**src/rtl/reg_bank_ula.sv**
```systemverilog
// Four-entry register bank feeding a two-stage ALU (ADD/SUB/AND/MUL).
// Stage 1 latches the operands, and stage 2 registers a 2*DW-bit result with a one-cycle valid pulse.
module reg_bank_ula #(
    parameter int DW = 16
) (
    input  logic            clk_ula,
    input  logic            rst,
    input  logic            valid_reg,
    input  logic [DW-1:0]   data_in,
    input  logic [1:0]      addr,
    input  logic            valid_ula,
    input  logic [DW-1:0]   A,
    input  logic [1:0]      reg_sel,
    input  logic [1:0]      instru,
    output logic [2*DW-1:0] data_out,
    output logic            valid_out
);
    localparam int STAGES = 2;

    typedef enum logic [1:0] {
        OP_ADD = 2'b00,
        OP_SUB = 2'b01,
        OP_AND = 2'b10,
        OP_MUL = 2'b11
    } op_e;

    typedef struct packed {
        logic [DW-1:0] a;
        logic [DW-1:0] r;
        op_e           op;
    } req_t;

    logic [3:0][DW-1:0]  regs;
    req_t                s1;
    logic [STAGES:1]     vld_pipe;
    logic [DW:0]         sum, diff;
    logic [2*DW-1:0]     prod, res;

    always_ff @(posedge clk_ula or negedge rst) begin
        if (!rst) begin
            regs <= '0;
        end else if (valid_reg) begin
            regs[addr] <= data_in;
        end
    end

    // Operand read happens at the same edge as any write, so the operation
    // naturally sees the pre-write register value.
    always_ff @(posedge clk_ula or negedge rst) begin
        if (!rst) begin
            s1       <= '0;
            vld_pipe <= '0;
        end else begin
            vld_pipe <= {vld_pipe[STAGES-1:1], valid_ula};
            if (valid_ula) begin
                s1.a  <= A;
                s1.r  <= regs[reg_sel];
                s1.op <= op_e'(instru);
            end
        end
    end

    always_comb begin
        sum  = {1'b0, s1.a} + {1'b0, s1.r};
        diff = {1'b0, s1.a} - {1'b0, s1.r};
        prod = {{DW{1'b0}}, s1.a} * {{DW{1'b0}}, s1.r};
        res  = '0;
        case (s1.op)
            OP_ADD: res = {{(DW-1){1'b0}}, sum};
            // The DW+1-bit difference carries the borrow as its sign bit.
            OP_SUB: res = {{(DW-1){diff[DW]}}, diff};
            OP_AND: res = {{DW{1'b0}}, s1.a & s1.r};
            OP_MUL: res = prod;
            default: res = '0;
        endcase
    end

    always_ff @(posedge clk_ula or negedge rst) begin
        if (!rst) begin
            data_out <= '0;
        end else if (vld_pipe[1]) begin
            data_out <= res;
        end
    end

    assign valid_out = vld_pipe[STAGES];

endmodule

```
**config.mk**
```make
export PLATFORM = sky130hd
export DESIGN_NAME = reg_bank_ula
export DESIGN_NICKNAME = d
export VERILOG_FILES = /design/src/rtl/reg_bank_ula.sv
export SDC_FILE = /design/constraint.sdc
export NUM_CORES = 1
export LEC_CHECK = 0
export CAP_MARGIN = 15
export CORE_MARGIN = 10
export CORE_UTILIZATION = 50
export DETAILED_ROUTE_END_ITERATION = 16
export MAX_ROUTING_LAYER = met4
export PLACE_DENSITY = 0.68
export SLEW_MARGIN = 20
export SYNTH_ARGS = -nofsm -noshare
export SYNTH_HDL_FRONTEND = slang
export SYNTH_SLANG_ARGS = --single-unit
```
**constraint.sdc**
```tcl
create_clock -name clk_ula -period 9.7 [get_ports clk_ula]
set_input_delay 1.455 -clock clk_ula [delete_from_list [all_inputs] [get_ports clk_ula]]
set_output_delay 1.455 -clock clk_ula [all_outputs]
set_load 0.02 [all_outputs]
```
### Yosys cells after proc, flatten, opt, wreduce, memory -nomap -nowiden

Index checks and enable logic that the tools add are counted.

* register bits after elaboration: 132
* bits of input ports: 42
* word-level logic and storage cells: 27

* $add $sub $neg: 2
* multipliers: 1
* order comparisons: 3
* equal/unequal tests: 3
* multiplexer cells: 6
* bitwise gates (word level): 1
* reduce and logical (&&, ||, !) cells: 2

Operator list (number)
* $pmux 32 s4: 1
* $bwmux 64: 1
* $bmux 16 s2: 1
* $demux 16 s2: 1
* $mul 16x16->32: 1
* $mux 16: 2
* $add 16x16->17: 1
* $sub 16x16->17: 1
* $and 16x16->16: 1
* $lt 2x3->1 const B: 2
* $eq 2x2->1 const B: 2
* $eq 2x1->1 const B: 1
* $ge 2x1->1 const B: 1
* $logic_not 2->1: 1
* $logic_and 1x1->1: 1

### Logic depth before layout (Yosys ltp)

Gate-level depths: netlist of the first run.

* depth in word-level cells: 5
* mapped depth: 23
* gate-level depth less buffers: 23

### Worst setup path before layout of the first run

OpenSTA, ideal clock, no wires.

* path kind: register to register
* start point: reg s1[3] (netlist name)
* end point: reg data_out[31]
* library setup time: 126 ps
* arrival time: 5786 ps
* data required time: 9574 ps
* setup slack: 3788 ps
* cell stages (with the launch flop): 22
* buffers on the path: 1
* period minus slack after synthesis: 5912 ps
* path through: dfrtp_1 clkbuf_1 nand2_1 fa_1 fa_1 inv_1 fa_1 fa_1 fa_1 inv_1 fa_1 inv_1 ha_1 a21o_1 a21o_1 a221o_1 a211oi_1 o21ai_1 a21oi_1 o41a_1 nor3_1 o32a_1

* cells in the longest elaborated chain, start to end: 2

Ends and longest elaborated chain
* start: declaration: line 34 `req_t s1;`
* $mul 16x16->32 or $sub 16x16->17 (tied branches): line 66, 65
* $pmux 32 s4 (*): line 68 `case (s1.op)`
* end signal: assignment: line 82 `data_out <= res;`
* end: declaration: line 15 `output logic [2*DW-1:0] data_out,`

Every way passes the cells marked *; elsewhere a longest branch is shown, timed or not.
A chain may end at the register's enable or synchronous reset.

### Worst setup path in the final report of the first run

* start point: reg s1[26] (netlist name)
* end point: reg data_out[31]

Same word-level chain as after synthesis.

==> out/summary.txt, run 1 <==
Hold/Removal Path Class = register to register
Worst path required time = 10,030 ps
CP arrival = 7250 ps
Clk root buf = clkbuf_16
Average wire per standard cell = 20.5 um
Global-route wire length before repair = 69.0 mm
DIE HEIGHT = 196 um
Synth Instances = 1,589
Mapped Nets = 1,963
RSZ-0062 raised after global routing = no
Port Buf Inserts = 74
Slew Viols, Final = 0
Hold Vio Cnt, Final = 0
Max transition margin = 33.4%
CTS tree = built
Num rows = 64
WL met2 = 19.8 mm
GP Congestion = 0.958
CTS Buf Count = 17
Die width = 196 um
Wire length on met1 = 18.6 mm
Synth top area share = 25.4%
Vias per cell = 5.67
DRC Markers = 0
Clock transition at path regs = 80 ps
Post-route cell area = 17,000 um2
Synthesis-stage register bit count = 132
Post-CTS setup buffers = 0
Core area = 30,500 um2
Netlist cell types = 72
Synth Cell Area = 15,400 um2
Total track usage = 23.4%
Area delta synth->final = 10.5%
Post-CTS sizing = 0
IO Count = 75
Dpl cell area = 16,500 um2
Async set-or-reset flop fraction in the synthesized netlist = 100%
Fmax = 145 MHz
Largest net degree at the start of global routing = 77
Final setup viols = 0
Commonest cells post-synth = inv_1, fa_1, nand2_1
Drt total wl = 41.8 mm
Clock latency on the worst-skew pair = 450 ps
Area leader, netlist = fa_1
Max Used Layer = met4
Synth Warn # = 0
Die ar. = 38,300 um2
Final ANT Viol Nets = 0
Layout cells sized above 1 = 9.99%
Clock sink total = 132
H-tree levels = 4
Outcome = completed
Synth area leaders = fa_1, dfrtp_1, ha_1
Multi-input logic area = 10,800 um2
Crit path capture type = register
Setup Crit Path Kind = register to register
Clock Skew = 17.3 ps
Final #Nets = 2,002
Met3 wire length = 2.53 mm
Minimum clock period = 6920 ps
Starting density of the core = 50.5%
Setup TNS = 0 ps
Initial DRC Count = 939
Dpl hpwl = 31.7 mm
Maximum clock path buffer count = 2
Most frequent cell after synthesis = inv_1
Crit start category = register
Initial antenna violation count = 2
TritonRoute pass-1 iters = 5
Vias in the first global route = 12,600
Fin crit share = 71.3%
Via Count = 11,600
Post-CTS Hold Buffers = 0
Fillers = 2,653
GRT overflow = 0
Post-synth EDFFs = 0
MaxCap Viol Count = 0
Sequential Area = 3300 um2
Syn Area/Cell = 9.70 um2
Worst Tran Pin Value = 996 ps
Sequential share of the synthesized area = 21.4%
Synth Flop Type = dfrtp_1
Worst Path Max Fanout = 18
-- layout by cell type, fill, tap and decap left out, types with 4 or more instances in the layout --
| master | instances |
|---|---|
| buf_4 | 13 |
| o21a_1 | 4 |
| o221ai_1 | 9 |
| a31oi_1 | 8 |
| dfrtp_1 | 131 |
| mux2_2 | 84 |
| nand2b_1 | 9 |
| mux4_2 | 18 |
| o21bai_1 | 5 |
| ha_1 | 136 |
| nand2_1 | 187 |
| a21boi_0 | 6 |
| clkdlybuf4s50_1 | 72 |
| xnor2_1 | 23 |
| fa_1 | 196 |
| nor2b_1 | 6 |
| nand3_1 | 7 |
| a21oi_1 | 56 |
| nor3_1 | 12 |
| inv_1 | 281 |
| and3_1 | 4 |
| mux2i_1 | 9 |
| a211oi_1 | 8 |
| and2_1 | 89 |
| xor2_1 | 11 |
| clkbuf_16 | 17 |
| o21ai_0 | 61 |
| o31ai_1 | 4 |
| nor2_1 | 60 |
| o211ai_1 | 15 |
| or3_1 | 6 |
| a21o_1 | 22 |
-- worst max-delay path, cell delays in order (launching register included) --
cell and delay, ps:
dfrtp_1 890, ha_1 300, inv_1 100, fa_1 530
inv_1 80, fa_1 480, fa_1 600, fa_1 450
fa_1 500, inv_1 50, fa_1 470, inv_1 40
ha_1 370, a21o_1 210, a21o_1 170, a221o_1 320
a211oi_1 200, o21ai_1 110, a21oi_1 280, o41a_1 240
nor3_1 70, o32a_1 290
-- routing by layer --
metal / vias to the layer above / track usage [%]
li1: 5199 / -
met1: 5923 / 30.1
met2: 378 / 37.1
met3: 60 / 4.09
met4: 0 / 7.18
met5: - / -
-- flip-flops by register name, indices dropped and copies added, names as in the netlist --
| register | count |
|---|---|
| s1 | 34 |
| data_out | 32 |
| regs | 64 |
| vld_pipe | 2 |
-- logic make-up after synthesis --
logic type	after synthesis	share of synthesized area, %
compound gates	234	9.94
xor+xnor	34	1.93
fa+ha+maj	332	36.5
buf+inv	348	8.76
flops	132	21.4
mux	111	9.35
simple gates	398	12.1
-- stage by stage --
| step | hold WS [ps] | setup WS (ps) | utilization (%) | std cells |
|---|---|---|---|---|
| floorplan | 421 | 3790 | - | 1589 |
| global placement | 482 | 2910 | 53.9 | 2005 |
| detailed placement | 489 | 2860 | 53.9 | 2005 |
| CTS | 502 | 2830 | 55.8 | 2037 |
| global route | 516 | 2420 | 55.9 | 2039 |
| finish | 501 | 2780 | 55.9 | 2039 |
-- area by class of cell --
| cell class | count | area share (%) |
|---|---|---|
| Antenna cell | 2 | 0.0294 |
| Clock buffer | 20 | 2.68 |
| Clock inverter | 12 | 0.712 |
| Inverter | 281 | 6.19 |
| Multi-Input combinational cell | 1109 | 63.2 |
| Sequential cell | 132 | 19.4 |
| Tap cell | 396 | 2.91 |
| Timing Repair Buffer | 87 | 4.90 |
-- worst paths after layout --
check / start / end / slack, ps / cells past startpoint
worst max-delay path: s1[26] / data_out[31] / 2780 / 21
worst min-delay path: regs[37] / regs[37] / 500 / 1
max in group asynchronous: rst / s1[0] / 7210 / 2
min in group asynchronous: rst / data_out[23] / 990 / 1
worst max register to register: s1[26] / data_out[31] / 2780 / 21
worst min register to register: regs[37] / regs[37] / 500 / 1
Power of run 1 is left out: the tool's default activity adds up to more than one toggle a clock period on the data nets, which glitch-free logic cannot reach.
==> run 2, diff against run 1 <==
==> constraint.sdc (replaced) <==
create_clock -name clk_ula -period 7.25 [get_ports clk_ula]
set_input_delay 1.0875 -clock clk_ula [delete_from_list [all_inputs] [get_ports clk_ula]]
set_output_delay 1.0875 -clock clk_ula [all_outputs]
set_load 0.02 [all_outputs]
==> out/summary.txt, run 2 (same netlist as run 1, synthesis figures left out) <==
Outcome = completed
Final setup viols = 0
Vias per cell = 5.62
GP Congestion = 0.984
Fin crit share = 93.1%
Commonest cells after routing, fill and taps aside = inv_1, fa_1, nand2_1, ha_1, dfrtp_1
Final #Nets = 2,019
IO Count = 75
Most flop-heavy register = regs
RSZ-0062 raised after global routing = no
Layout cells sized above 1 = 11.0%
Die ar. = 38,300 um2
Initial antenna violation count = 1
GRT overflow = 0
Largest net degree at the start of global routing = 71
DP Worst Slack = 591 ps
CP arrival = 7070 ps
Num rows = 64
Post-CTS Hold Buffers = 0
Dpl hpwl = 31.9 mm
Final ANT Viol Nets = 0
Worst path required time = 7570 ps
Multi-input logic area = 10,800 um2
Initial DRC Count = 931
Clock Skew = 11.3 ps
WP buf/inv = 6
CTS Buf Count = 17
Post-CTS setup buffers = 0
Max FFs per register = 64
Post-CTS sizing = 0
Clk root buf = clkbuf_16
Sequential Area = 3300 um2
Drt total wl = 40.8 mm
Cell family with most CP delay = adder cells
Via Count = 11,600
Core area = 30,500 um2
DRC Markers = 0
MaxCap Viol Count = 0
Worst Path Max Fanout = 15
Fin util = 56.3%
Port Buf Inserts = 74
Min Hold Slack = 501 ps
Crit path capture type = register
Hold Vio Cnt, Final = 0
Total track usage = 22.8%
Slew Viols, Final = 0
Crit-path max cell delay = 770 ps
Largest regs = regs: 64 flops, s1: 34 flops, data_out: 32 flops
Die width = 196 um
TritonRoute pass-1 iters = 5
Clock transition at path regs = 60 ps
Clock latency on the worst-skew pair = 440 ps
Setup Crit Path Kind = register to register
DIE HEIGHT = 196 um
Fillers = 2,700
Vias in the first global route = 12,400
Hold/Removal Path Class = register to register
Setup TNS = 0 ps
Area delta synth->final = 11.4%
Maximum clock path buffer count = 2
Max transition margin = 35.2%
Fmax = 148 MHz
H-tree levels = 4
CP cell instances = ha_1 > inv_1 > fa_1 > inv_1 > fa_1 > inv_1 > fa_1 > inv_1 > fa_1 > fa_1 > inv_1 > fa_1 > inv_1 > ha_1 > a21o_1 > a221o_1 > a211oi_1 > o21ai_1 > a21oi_1 > o41a_1 > nor3_1 > o32a_1
Global-route wire length before repair = 67.7 mm
Crit start category = register
Final WS setup = 500 ps
Average wire per standard cell = 19.9 um
Worst Tran Pin Value = 969 ps
Leading cell type in the layout, fill and taps excluded = inv_1
Starting density of the core = 50.5%
CTS tree = built
Clock sink total = 132
Crit-path slowest cell = dfrtp_1
Minimum clock period = 6750 ps
==> run 2: stage by stage <==
step	cells	cell area, um2
2_1_floorplan	1589	15400
3_3_place_gp	2022	16600
3_5_place_dp	2022	16600
4_1_cts	2054	17200
5_1_grt	2055	17200
6_report	2055	17200
==> run 2: path summary, 6_finish.rpt <==
| check | start | end | slack [ps] | cells past startpoint |
|---|---|---|---|---|
| min in group asynchronous | rst | data_out[23] | 620 | 1 |
| max in group asynchronous | rst | s1[0] | 5210 | 2 |
| setup reg to reg | s1[9] | data_out[31] | 500 | 22 |
| hold reg to reg | regs[49] | regs[49] | 500 | 1 |
| setup / recovery | s1[9] | data_out[31] | 500 | 22 |
| hold / removal | regs[49] | regs[49] | 500 | 1 |
==> run 2: area by class of cell <==
class | instances | area share (%)
diodes | 1 | 0.0146
repair buffers | 104 | 5.60
well taps | 396 | 2.89
clock inverters | 14 | 0.816
multi-input cells | 1109 | 62.7
flip-flops and latches | 132 | 19.2
inverters | 281 | 6.14
clock buffers | 18 | 2.56
==> run 2: per-layer routing <==
layer / up-vias / global-route usage (%) / share of wire, %
met4: 0 / 6.87 / 2.4
met5: - / - / 0
met1: 5855 / 29.6 / 43
met3: 61 / 4.18 / 6.7
met2: 395 / 35.8 / 48
li1: 5240 / - / -
Power of run 2 is left out for the same reason.
